$ cat src/rtl/seq_signed_div.sv
// Multi-cycle signed divider: 2*WIDTH-bit dividend by WIDTH-bit divisor, truncating
// quotient, remainder takes the dividend's sign. One restoring step per clock.
module seq_signed_div #(
    parameter int WIDTH = 16
) (
    input  logic               clk,
    input  logic               rst_n,
    input  logic               start,
    input  logic [2*WIDTH-1:0] dividend,
    input  logic [WIDTH-1:0]   divisor,
    output logic               busy,
    output logic               done,
    output logic [WIDTH-1:0]   quot,
    output logic [WIDTH-1:0]   rem,
    output logic               div_by_zero,
    output logic               overflow
);

    localparam int CW = $clog2(2*WIDTH);
    localparam logic [CW-1:0] LAST = CW'(2*WIDTH-1);

    typedef enum logic [1:0] {IDLE, CALC, FIXUP, DONE} state_t;

    state_t state, state_nxt;

    logic [2*WIDTH-1:0] q;
    logic [WIDTH-1:0]   pr;
    logic [WIDTH-1:0]   dv_mag;
    logic [WIDTH-1:0]   dd_lo;
    logic [CW-1:0]      cnt;
    logic               sign_q;
    logic               sign_r;
    logic               dbz;
    logic               ovf;

    logic [2*WIDTH-1:0] dd_abs;
    logic [WIDTH-1:0]   dv_abs;
    logic [WIDTH:0]     trial;
    logic               ge;
    logic [WIDTH-1:0]   pr_sub;
    logic [2*WIDTH-1:0] q_fix;
    logic [WIDTH-1:0]   pr_fix;
    logic               ovf_fix;

    always_ff @(posedge clk) begin
        if (!rst_n) state <= IDLE;
        else        state <= state_nxt;
    end

    always_comb begin
        state_nxt = state;
        case (state)
            IDLE:    if (start) state_nxt = CALC;
            CALC:    if (cnt == LAST) state_nxt = FIXUP;
            FIXUP:   state_nxt = DONE;
            DONE:    state_nxt = IDLE;
            default: state_nxt = IDLE;
        endcase
    end

    // The unsigned pattern of the negated most-negative value is exactly its magnitude.
    always_comb begin
        dd_abs  = dividend[2*WIDTH-1] ? (~dividend + 1'b1) : dividend;
        dv_abs  = divisor[WIDTH-1] ? (~divisor + 1'b1) : divisor;
        trial   = {pr, q[2*WIDTH-1]};
        ge      = (trial >= {1'b0, dv_mag});
        pr_sub  = trial[WIDTH-1:0] - dv_mag;
        q_fix   = sign_q ? (~q + 1'b1) : q;
        pr_fix  = sign_r ? (~pr + 1'b1) : pr;
        ovf_fix = !((&q_fix[2*WIDTH-1:WIDTH-1]) || !(|q_fix[2*WIDTH-1:WIDTH-1]));
    end

    // Outputs are registered off the state, so done appears the cycle after DONE.
    always_ff @(posedge clk) begin
        if (!rst_n) begin
            busy        <= 1'b0;
            done        <= 1'b0;
            quot        <= '0;
            rem         <= '0;
            div_by_zero <= 1'b0;
            overflow    <= 1'b0;
            q           <= '0;
            pr          <= '0;
            dv_mag      <= '0;
            dd_lo       <= '0;
            cnt         <= '0;
            sign_q      <= 1'b0;
            sign_r      <= 1'b0;
            dbz         <= 1'b0;
            ovf         <= 1'b0;
        end else begin
            done <= (state == DONE);
            busy <= ((state == IDLE) && start) || (state == CALC) || (state == FIXUP);
            case (state)
                IDLE: begin
                    if (start) begin
                        q      <= dd_abs;
                        pr     <= '0;
                        dv_mag <= dv_abs;
                        dd_lo  <= dividend[WIDTH-1:0];
                        sign_q <= dividend[2*WIDTH-1] ^ divisor[WIDTH-1];
                        sign_r <= dividend[2*WIDTH-1];
                        dbz    <= (divisor == '0);
                        cnt    <= '0;
                    end
                end
                CALC: begin
                    cnt <= cnt + 1'b1;
                    if (ge) begin
                        pr <= pr_sub;
                        q  <= {q[2*WIDTH-2:0], 1'b1};
                    end else begin
                        pr <= trial[WIDTH-1:0];
                        q  <= {q[2*WIDTH-2:0], 1'b0};
                    end
                end
                FIXUP: begin
                    q   <= q_fix;
                    pr  <= pr_fix;
                    ovf <= ovf_fix;
                end
                DONE: begin
                    quot        <= dbz ? '1 : q[WIDTH-1:0];
                    rem         <= dbz ? dd_lo : pr;
                    div_by_zero <= dbz;
                    overflow    <= !dbz && ovf;
                end
                default: ;
            endcase
        end
    end

endmodule

$ cat config.mk
export PLATFORM = sky130hd
export DESIGN_NAME = seq_signed_div
export DESIGN_NICKNAME = d
export VERILOG_FILES = /design/src/rtl/seq_signed_div.sv
export SDC_FILE = /design/constraint.sdc
export NUM_CORES = 1
export LEC_CHECK = 0
export CAP_MARGIN = 20
export CORE_AREA = 2 2 170 172
export CTS_BUF_LIST = sky130_fd_sc_hd__clkbuf_4 sky130_fd_sc_hd__clkbuf_8
export CTS_CLUSTER_DIAMETER = 200
export DETAILED_ROUTE_END_ITERATION = 6
export DIE_AREA = 0 0 172 174
export PLACE_DENSITY = 0.61
export RECOVER_POWER = 50
export SLEW_MARGIN = 20
export SYNTH_ARGS = -nofsm -noshare
export SYNTH_HDL_FRONTEND = slang
export SYNTH_SLANG_ARGS = --single-unit
$ cat constraint.sdc
create_clock -name clk -period 2.6 [get_ports clk]
set_input_delay 0.52 -clock clk [delete_from_list [all_inputs] [get_ports clk]]
set_output_delay 0.52 -clock clk [all_outputs]
set_load 0.02 [all_outputs]
==> metrics.cfg <==
[global_route]
grt_pass1_vias = 8195
grt_max_degree = 81
antenna_found_initial = 0
track_usage = 0.183
grt_pass1_wl_um = 43400
grt_overflow_total = 0

[synthesis]
ys_ff_latch = 127
synthTopCellsByCount = nand2_1, dfxtp_1, nor2_1
synth_mux_area_frac = 0.0323
avgSynthCellArea_um2 = 7.57
ys_types = 66
yosys-top-cells-area = dfxtp_1, nand2_1, nor2_1, xnor2_1, ha_1
synth_compound_area_frac = 0.248
synth_area_leader_cell = dfxtp_1
synthAdderAreaFrac = 0.0428
synth_top_family_by_area = compound AO/OA/AOI/OAI gates
synth.most_common_cell = nand2_1
yosys.area_share.xor_xnor = 0.0849
synthFlopType = dfxtp_1
synth_enable_flop_cells = 0
synth-seq-area-share = 0.304
syn_inst = 1104
synth-simple-area-share = 0.232
synth_top_area_frac = 0.304
async_flop_share = 0
syn_nets = 1183
synth_warnings = 0
synth_area_um2 = 8350

[power]
p_leak_nw = 4.44
ir_drop_mv = 0.482
power_mw = 11.2
p_per_area_nw_per_um2 = 972

[cells_and_area]
final_cell_area_um2 = 11500
diodes = 0
syn2layout_area_growth_pct = 37.3
drive_above_1_share = 0.207
seq_area_um2 = 2550
num-nets-final = 1386
fillers = 2895
final_cells = 1704
utilization = 0.406
multi_input_area_um2 = 5650

[min_path]
hold_start = dd_lo[11]$_SDFFE_PN0P_
hold_class = reg -> reg
hold_depth = 2
holdPathEnd = dd_lo[11]$_SDFFE_PN0P_

[sta]
fin_ws_ns = -0.155
slew_headroom = 0.315
min_period_ns = 2.75
tightest_slew_ns = 1.03
fin_skew_ns = 0.0119
fin_tns_setup_ns = -0.155
slew_viol_final = 0
final.period_utilization = 1.06
hold_ws_ns = 0.456
max_clock_freq_ghz = 0.363
rsz0062_at_grt = true
report.final.setup_viol = 1
final-hold-violation-count = 0

[critical_path]
r2r_slack_ns = -0.15
r2r_cells = 11
rr_endpoint = ovf$_SDFFE_PN0P_
cp.required_ns = 2.96
cp.arrival_ns = 3.11
crit_fanout = 8
critical_path_class = reg -> reg
end_kind = flop
worstReg2RegStart = q[6]$_SDFFE_PN0P_
critical_path.startpoint_type = flop

[drt]
wl_per_cell_um = 16.3
ant_nets = 0
wl_um = 27800
drt_iter0_markers = 601
num_vias = 8832
viasPerCell = 5.18
firstDrtPassIters = 5
drc = 0

[placed_design]
hpwl_um = 20600
io_buffer_count = 86
gp_congestion = 0.932
placed_area_um2 = 10800
place_ws_ns = -0.580
place_inst = 1662

[floorplan]
dieHeight_um = 174
ioPinCount = 87
initial_core_util = 0.296
fp.dieW_um = 172
design.core.area_um2 = 28200
dieArea_um2 = 29900
rows = 62

[cts]
cts_htree_levels = 4
cts_sinks = 127
cts_tree = built
clk_latency_ns = 0.47
clkTransAtPathRegs_ns = 0.09
cts_buffers = 17
clockRootBuffer = clkbuf_8
clock_path_buffers = 2

[status]
status = finished, violations left
violations = setup timing

[flow_run]
drv_cap = 0

worst max path at each step:
stage,start,end,slack (ns),cells past startpoint
4_1_cts,q[9]$_SDFFE_PN0P_,ovf$_SDFFE_PN0P_,-0.15,11
2_1_floorplan,q[20]$_SDFFE_PN0P_,ovf$_SDFFE_PN0P_,-0.03,10
3_5_place_dp,dividend[1],q[26]$_SDFFE_PN0P_,-0.58,12
3_3_place_gp,dividend[0],q[26]$_SDFFE_PN0P_,-0.56,12
5_1_grt,q[7]$_SDFFE_PN0P_,ovf$_SDFFE_PN0P_,-0.27,11
6_report,q[6]$_SDFFE_PN0P_,ovf$_SDFFE_PN0P_,-0.15,11
area by class of cell:
cell class,count,share of cell area
clock buffers,17,0.0204
clock inverters,15,0.0127
repair buffers,269,0.199
multi-input cells,859,0.493
inverters,33,0.0108
well taps,384,0.0419
flip-flops and latches,127,0.222
per-layer routing:
metal / routed length [µm] / track usage
met1: 13500 / 0.266
met5: 0 / 0
met2: 12000 / 0.275
met4: 633 / 0.0550
met3: 1580 / 0.0305
what timing repair did:
action	CTS	global route
gates resized for setup	20	41
pin swaps	9	22
setup buffers	5	5
endpoints found under the setup margin	18	27
cloned	0	0
hold buffers	0	0
where the power goes:
group	internal, mW	total (mW)	switching, mW
clock	0.711	1.71	0.996
sequential	2.36	2.65	0.288
combinational	2.94	6.79	3.85
total	6.02	11.2	5.13
flip-flops by register name (all words and copies together), names as in the netlist:
signal / cells
state: 2
cnt: 5
div_by_zero: 1
pr: 16
sign_q: 1
busy: 1
dbz: 1
dv_mag: 16
q: 32
done: 1
rem: 16
ovf: 1
sign_r: 1
quot: 16
overflow: 1
dd_lo: 16
kinds of logic (layout without fill, tap and decap cells):
| family | Yosys count | after routing |
|---|---|---|
| AOI/OAI and AO/OA | 316 | 316 |
| xor gates and xnor gates | 81 | 81 |
| adders and majority gates | 28 | 28 |
| buffers and inverters | 118 | 334 |
| DFF | 127 | 127 |
| muxes | 27 | 27 |
| and+or+nand+nor | 407 | 407 |
worst max-delay path, stage by stage (launching register included):
cell	delay, ns
dfxtp_2	0.34
nor4_4	0.28
buf_4	0.16
nand4_1	0.16
buf_4	0.22
buf_4	0.17
o41ai_4	0.25
xor2_1	0.31
nand3_1	0.18
nor4_4	0.29
nor4b_4	0.24
a211oi_2	0.05
cell usage in the layout (no fill, tap or decap), drive strengths merged, types with 15 or more instances in the layout:
cell,netlist,final
o21ai,69,69
inv,33,43
xnor2,46,46
a22oi,17,17
a21oi,66,66
o211ai,19,19
nand2,128,128
a211oi,42,42
buf,19,179
nand3,24,24
nor2,123,123
nor3,28,28
or3,15,15
o22ai,19,19
dfxtp,127,127
mux2i,27,27
clkdlybuf4s50,0,70
clkbuf,66,21
ha,27,27
xor2,35,35
o31ai,22,22
Power figures use the tool's default switching activity.
